==> src/rtl/mdu_div_pkg.sv <==
// Shared constants for the iterative MIPS divider: FSM encoding, iteration count
// and the fixed divide-by-zero quotient.
package mdu_div_pkg;

    localparam logic [1:0] S_IDLE = 2'd0;
    localparam logic [1:0] S_CALC = 2'd1;
    localparam logic [1:0] S_FIX  = 2'd2;
    localparam logic [1:0] S_DONE = 2'd3;

    localparam int DIV_CYCLES = 32;

    localparam logic [31:0] DIVZ_Q = 32'hFFFFFFFF;

endpackage

==> src/rtl/mdu_div_step.sv <==
// One restoring shift-subtract step on {rem, quo}; purely combinational.
// The shifted remainder can reach 33 bits when the divisor is >= 2^31.
module mdu_div_step #(
    parameter int WIDTH = 32
) (
    input  logic [WIDTH-1:0] rem_i,
    input  logic [WIDTH-1:0] quo_i,
    input  logic [WIDTH-1:0] dvsr_i,
    output logic [WIDTH-1:0] rem_o,
    output logic [WIDTH-1:0] quo_o
);

    logic [WIDTH:0]   rem_sh;
    logic [WIDTH+1:0] trial;
    logic             fits;
    logic             unused_trial_bit;

    assign rem_sh           = {rem_i, quo_i[WIDTH-1]};
    assign trial            = {1'b0, rem_sh} - {2'b00, dvsr_i};
    assign fits             = ~trial[WIDTH+1];
    // A successful trial is always below the divisor, so its top bit is zero.
    assign unused_trial_bit = trial[WIDTH];

    assign rem_o = fits ? trial[WIDTH-1:0] : rem_sh[WIDTH-1:0];
    assign quo_o = {quo_i[WIDTH-2:0], fits};

endmodule

==> src/rtl/mdu_div.sv <==
// Iterative DIV/DIVU unit: start accepted in IDLE/DONE, busy for 32 CALC + 1 FIX cycles,
// done pulses in the 34th cycle; divide-by-zero finishes in one cycle. start while busy is dropped.
module mdu_div
    import mdu_div_pkg::*;
#(
    parameter int WIDTH = 32
) (
    input  logic             clk,
    input  logic             reset,
    input  logic             start,
    input  logic             sig,
    input  logic [WIDTH-1:0] A,
    input  logic [WIDTH-1:0] B,
    output logic             busy,
    output logic             done,
    output logic [WIDTH-1:0] Q,
    output logic [WIDTH-1:0] R,
    output logic             div_zero
);

    logic [1:0]       state_q, state_d;
    logic [4:0]       cnt_q, cnt_d;
    logic [WIDTH-1:0] rem_q, rem_d;
    logic [WIDTH-1:0] quo_q, quo_d;
    logic [WIDTH-1:0] dvsr_q, dvsr_d;
    logic             negq_q, negq_d;
    logic             negr_q, negr_d;
    logic [WIDTH-1:0] q_q, q_d;
    logic [WIDTH-1:0] r_q, r_d;
    logic             dz_q, dz_d;

    logic [WIDTH-1:0] mag_a, mag_b;
    logic [WIDTH-1:0] step_rem, step_quo;
    logic             accept;

    // 0x80000000 negates to itself and is then used as an unsigned magnitude.
    assign mag_a  = (sig && A[WIDTH-1]) ? (~A + 1'b1) : A;
    assign mag_b  = (sig && B[WIDTH-1]) ? (~B + 1'b1) : B;
    assign accept = start && (state_q == S_IDLE || state_q == S_DONE);

    mdu_div_step #(.WIDTH(WIDTH)) u_step (
        .rem_i  (rem_q),
        .quo_i  (quo_q),
        .dvsr_i (dvsr_q),
        .rem_o  (step_rem),
        .quo_o  (step_quo)
    );

    always_comb begin
        state_d = state_q;
        cnt_d   = cnt_q;
        rem_d   = rem_q;
        quo_d   = quo_q;
        dvsr_d  = dvsr_q;
        negq_d  = negq_q;
        negr_d  = negr_q;
        q_d     = q_q;
        r_d     = r_q;
        dz_d    = dz_q;
        case (state_q)
            S_IDLE, S_DONE: begin
                state_d = S_IDLE;
                if (accept) begin
                    if (B == '0) begin
                        q_d     = DIVZ_Q;
                        r_d     = A;
                        dz_d    = 1'b1;
                        state_d = S_DONE;
                    end else begin
                        dvsr_d  = mag_b;
                        quo_d   = mag_a;
                        rem_d   = '0;
                        cnt_d   = '0;
                        negq_d  = sig && (A[WIDTH-1] != B[WIDTH-1]);
                        negr_d  = sig && A[WIDTH-1];
                        dz_d    = 1'b0;
                        state_d = S_CALC;
                    end
                end
            end
            S_CALC: begin
                rem_d = step_rem;
                quo_d = step_quo;
                cnt_d = cnt_q + 5'd1;
                if (cnt_q == 5'(DIV_CYCLES - 1)) begin
                    state_d = S_FIX;
                end
            end
            S_FIX: begin
                q_d     = negq_q ? (~quo_q + 1'b1) : quo_q;
                r_d     = negr_q ? (~rem_q + 1'b1) : rem_q;
                state_d = S_DONE;
            end
            default: state_d = S_IDLE;
        endcase
    end

    always_ff @(posedge clk) begin
        if (reset) begin
            state_q <= S_IDLE;
            cnt_q   <= '0;
            rem_q   <= '0;
            quo_q   <= '0;
            dvsr_q  <= '0;
            negq_q  <= 1'b0;
            negr_q  <= 1'b0;
            q_q     <= '0;
            r_q     <= '0;
            dz_q    <= 1'b0;
        end else begin
            state_q <= state_d;
            cnt_q   <= cnt_d;
            rem_q   <= rem_d;
            quo_q   <= quo_d;
            dvsr_q  <= dvsr_d;
            negq_q  <= negq_d;
            negr_q  <= negr_d;
            q_q     <= q_d;
            r_q     <= r_d;
            dz_q    <= dz_d;
        end
    end

    assign busy     = (state_q == S_CALC) || (state_q == S_FIX);
    assign done     = (state_q == S_DONE);
    assign Q        = q_q;
    assign R        = r_q;
    assign div_zero = dz_q;

endmodule

==> config.mk <==
export PLATFORM = sky130hd
export DESIGN_NAME = mdu_div
export DESIGN_NICKNAME = d
export VERILOG_FILES = /design/src/rtl/mdu_div_pkg.sv /design/src/rtl/mdu_div_step.sv /design/src/rtl/mdu_div.sv
export SDC_FILE = /design/constraint.sdc
export NUM_CORES = 1
export LEC_CHECK = 0
export ABC_CLOCK_PERIOD_IN_PS = 4000
export BUFFER_PORTS_ARGS = -buffer_cell sky130_fd_sc_hd__buf_2
export CELL_PAD_IN_SITES_DETAIL_PLACEMENT = 0
export CELL_PAD_IN_SITES_GLOBAL_PLACEMENT = 2
export CORE_ASPECT_RATIO = 1.4
export CORE_UTILIZATION = 34
export DETAILED_ROUTE_END_ITERATION = 10
export GPL_TIMING_DRIVEN = 0
export PLACE_DENSITY_LB_ADDON = 0.2
export SYNTH_ARGS = -nofsm -noshare
export SYNTH_HDL_FRONTEND = slang
export SYNTH_SLANG_ARGS = --single-unit
==> constraint.sdc <==
create_clock -name clk -period 4 [get_ports clk]
set_clock_uncertainty 0.15 [all_clocks]
set_input_delay 0.2 -clock clk [delete_from_list [all_inputs] [get_ports clk]]
set_output_delay 0.2 -clock clk [all_outputs]
set_load 0.01 [all_outputs]
==> results.txt <==
Launch instance of the worst register-to-register path: rem_q[0]$_SDFFE_PP0P_. The initial antenna violation count was 0. Setup violations remaining at the end of the flow were counted as 0. From bottom edge to top edge, the die measures 214 µm. Once detailed placement completed, the half-perimeter wirelength came to 32,900 µm. The starting density of the core is 34.6%.

The number of instances in the placed design is 1,983. Synthesized net count: 1,566. TritonCTS built the clock tree. For the number of cell rows, the log shows 77. Once layout is complete, the utilization of the core stands at 40.8%.

The clock transition at the registers of the reported paths works out to 0.07 ns. The run gives 17 as the number of CTS-inserted buffers. 0 antenna diodes ended up in the layout. H-tree depth reported by CTS: 4. In this run the worst path has a maximum fanout of 10. For this run, the number of Yosys warnings is 0.

The detail route stage leaves a number of antenna-violating nets equal to 0. No sink is reached through more buffers than the 2 on the longest clock path. The logs give 17 for the largest net degree at the start of global routing and 0.300 mV for the highest ir drop seen on vdd. Yosys mapped the design onto 68 distinct sky130hd cell types. The run gives 0 as the number of pins with negative max-slew slack in the final report. Number of enable-type register cells in the synthesized netlist: 0. The remaining routing DRC violations was 0; the area of the mapped netlist was 11,000 µm². The class of the worst hold path was in2reg. The first-pass GRT wire length was 62,100 µm. The portion of the clock cycle consumed by the worst path in the final layout was 94.0%; the x dimension of the die was 154 µm. The worst setup path is captured at a register.

The tools report the number of global-route vias before repair as 10,618. In the post-synthesis netlist, the biggest area contributors are sky130_fd_sc_hd__dfxtp_1, sky130_fd_sc_hd__xor2_1, sky130_fd_sc_hd__nand2_1. In this run, the number of DRC markers left after iteration 0 of detailed routing was 549.

The vias per cell is 5.36, and the worst reg-to-reg setup slack is 0.24 ns. Counting flops with an async set or reset pin after synthesis yields a share of 0%. The wire length per cell was 19.8 µm; the sequential fraction of the synthesis area was 31.1%.

The tool flagged a number of max-cap violations equal to 0. At the pin with the least slew margin, the transition time is 1.10 ns. The later pin in the worst-skew pair is clocked with a latency of 0.46 ns. Of the cells placed in the final design, the portion with a size suffix greater than 1 is 13.0%. The global-route usage over all layers was 24.9%.

In the final layout, flip-flops and latches occupy 3400 µm². The required time at the worst-slack endpoint is 4.20 ns, and the total grt overflow is 0. The first detailed-routing pass took 5 iterations. Setup repair after global routing left no endpoint under its margin. Data on the critical path arrives at its endpoint at 3.96 ns. The final RePlAce weighted congestion is 0.879, and the growth of design area from synthesis to finish is 18.1%. The clock period minus final worst setup slack was 3.76 ns. The path with the worst hold slack has its endpoint at dvsr_q[18]$_SDFFE_PP0P_.

Final hold violation count: 0. In the final layout, the multi-input gates occupy 6970 µm². The logs give 1,736 for the final layout net count and 266 MHz for the fmax. The worst setup path is launched from a register. The leakage power figure came out at 5.19 nW. The root buffer cell chosen for the clock tree is sky130_fd_sc_hd__clkbuf_16. Average cell area after synthesis: 7.53 µm². The finished layout holds 2,034 standard cells, fillers aside. The endpoint identified for the worst register-to-register timing path is rem_q[16]$_SDFFE_PP0P_. The run finished with clean final reports. The count of buffers from port buffering works out to 132. Prior to clock tree synthesis, the placed netlist has a worst setup slack of -0.0387 ns. Largest area contributor in the netlist: sky130_fd_sc_hd__dfxtp_1.

For the synthesized instance count, the log shows 1,456. The critical path in this run is classified as reg2reg. Headroom to the max-slew limit came out at 26.2%.

For the count of boundary I/O pins, the log shows 135. Wires add up to 40,400 µm. Across all layers, the routed design uses 10,893 vias.

Across all hold checks on the routed design, the worst slack comes to 0.00565 ns. Counting instances, the worst hold path has a depth of 4. Setup slack closes at 0.242 ns. The tools report the worst hold path startpoint as B[18]. The power density over the cells came out at 582 nW/µm². For the core box area, the log shows 31,700 µm². The worst register-to-register path has a depth of 12.

The die area came out at 33,000 µm². CTS saw 170 sinks. The synthesized design devotes to its leading area cell type 31.1% of total area. The synthesized flop and latch total works out to 170. The most used flip-flop cell after synthesis is sky130_fd_sc_hd__dfxtp_1. Fill cells in the final layout number 3,390.
## Yosys cell counts, types with 28 or more instances
library cell and n:
sky130_fd_sc_hd__nand2_1 192, sky130_fd_sc_hd__nor2_1 188, sky130_fd_sc_hd__dfxtp_1 170, sky130_fd_sc_hd__a21oi_1 135
sky130_fd_sc_hd__xor2_1 102, sky130_fd_sc_hd__o21ai_0 99, sky130_fd_sc_hd__clkbuf_1 64, sky130_fd_sc_hd__a211oi_1 61
sky130_fd_sc_hd__inv_1 59, sky130_fd_sc_hd__ha_1 41, sky130_fd_sc_hd__xnor2_1 40, sky130_fd_sc_hd__o31ai_1 30
sky130_fd_sc_hd__a311oi_1 28
## layer usage
| metal | part of all wire (%) | vias to the layer above | track usage (%) |
|---|---|---|---|
| li1 | - | 5525 | - |
| met1 | 39 | 5102 | 26.6 |
| met2 | 55 | 197 | 48.2 |
| met3 | 2.1 | 69 | 2.26 |
| met4 | 3.9 | 0 | 11.7 |
| met5 | 0 | - | 0 |
## area by class of cell
type,count,area share (%)
clock inverters,14,1.42
repair buffers,151,6.57
inverters,59,1.71
flip-flops and latches,170,26.3
well taps,395,3.82
multi-input cells,1138,53.8
clock buffers,18,3.39
plain buffers,89,2.96
## cells by family (layout without fill, tap and decap cells)
kind of cell               count (synthesis)  count (layout)  synth area share, %
DFF                                      170             170                 31.1
and+or+nand+nor                          502             502                 20.5
xor gates and xnor gates                 142             142                 11.3
AOI/OAI and AO/OA                        444             444                 26.1
muxes                                      8               8                0.731
buffers and inverters                    148             331                 5.49
adders and majority gates                 42              42                 4.86
## how the worst max path moves through the flow
stage                           from                      to  depth (start not counted)
2_1_floorplan  rem_q[0]$_SDFFE_PP0P_  rem_q[27]$_SDFFE_PP0P_                         12
3_3_place_gp   rem_q[0]$_SDFFE_PP0P_  rem_q[18]$_SDFFE_PP0P_                         12
3_5_place_dp   rem_q[0]$_SDFFE_PP0P_  rem_q[16]$_SDFFE_PP0P_                         12
4_1_cts        rem_q[0]$_SDFFE_PP0P_  rem_q[16]$_SDFFE_PP0P_                         12
5_1_grt                         B[0]  rem_q[24]$_SDFFE_PP0P_                         12
6_report       rem_q[0]$_SDFFE_PP0P_  rem_q[16]$_SDFFE_PP0P_                         12
## worst max-delay path, stage by stage (launching register included)
cell	delay [ns]
sky130_fd_sc_hd__dfxtp_1	0.42
sky130_fd_sc_hd__ha_1	0.32
sky130_fd_sc_hd__nor2b_1	0.17
sky130_fd_sc_hd__o2111ai_1	0.18
sky130_fd_sc_hd__a211o_1	0.38
sky130_fd_sc_hd__a31oi_1	0.40
sky130_fd_sc_hd__o21ai_1	0.25
sky130_fd_sc_hd__a31o_2	0.29
sky130_fd_sc_hd__clkbuf_1	0.19
sky130_fd_sc_hd__buf_2	0.27
sky130_fd_sc_hd__clkbuf_2	0.28
sky130_fd_sc_hd__a32oi_1	0.27
sky130_fd_sc_hd__nand2_1	0.06
## power breakdown
part	total, mW	switching [mW]	internal (mW)
Combinational	3.38	2.22	1.16
Sequential	2.34	0.278	2.06
Clock	1.81	0.792	1.01
Total	7.53	3.29	4.24
## through the flow
step	cell area [µm²]	power, mW	TNS, ns
after detailed placement	12100	5.77	-0.192
final	12900	7.53	0
after global placement	12100	5.75	-0.316
after global routing	12900	8.07	0
after CTS	12900	7.59	0
after floorplan	11000	4.62	0
## cells in the final DEF (no fill, tap or decap), drive strengths merged, types with 41 or more instances in the layout
| cell type | instances |
|---|---|
| inv | 64 |
| nor2 | 192 |
| clkbuf | 82 |
| buf | 157 |
| dfxtp | 170 |
| o21ai | 100 |
| a211oi | 61 |
| a21oi | 136 |
| nand2 | 192 |
| xor2 | 102 |
| ha | 41 |
## flip-flops by register name, summed over array words and instances, names as in the netlist
signal and cells:
Q 32, R 32, cnt_q 5, div_zero 1, dvsr_q 32, negq_q 1, negr_q 1, quo_q 32
rem_q 32, state_q 2
## what timing repair did
| item | in CTS | in global routing |
|---|---|---|
| endpoints found under the setup margin | 9 | 14 |
| hold endpoints to repair | 19 | 0 |
| gates resized for setup | 1 | 6 |
| setup buffers | 0 | 0 |
| hold buffers | 19 | 0 |
No activity file was read; power rests on OpenSTA's default activity.
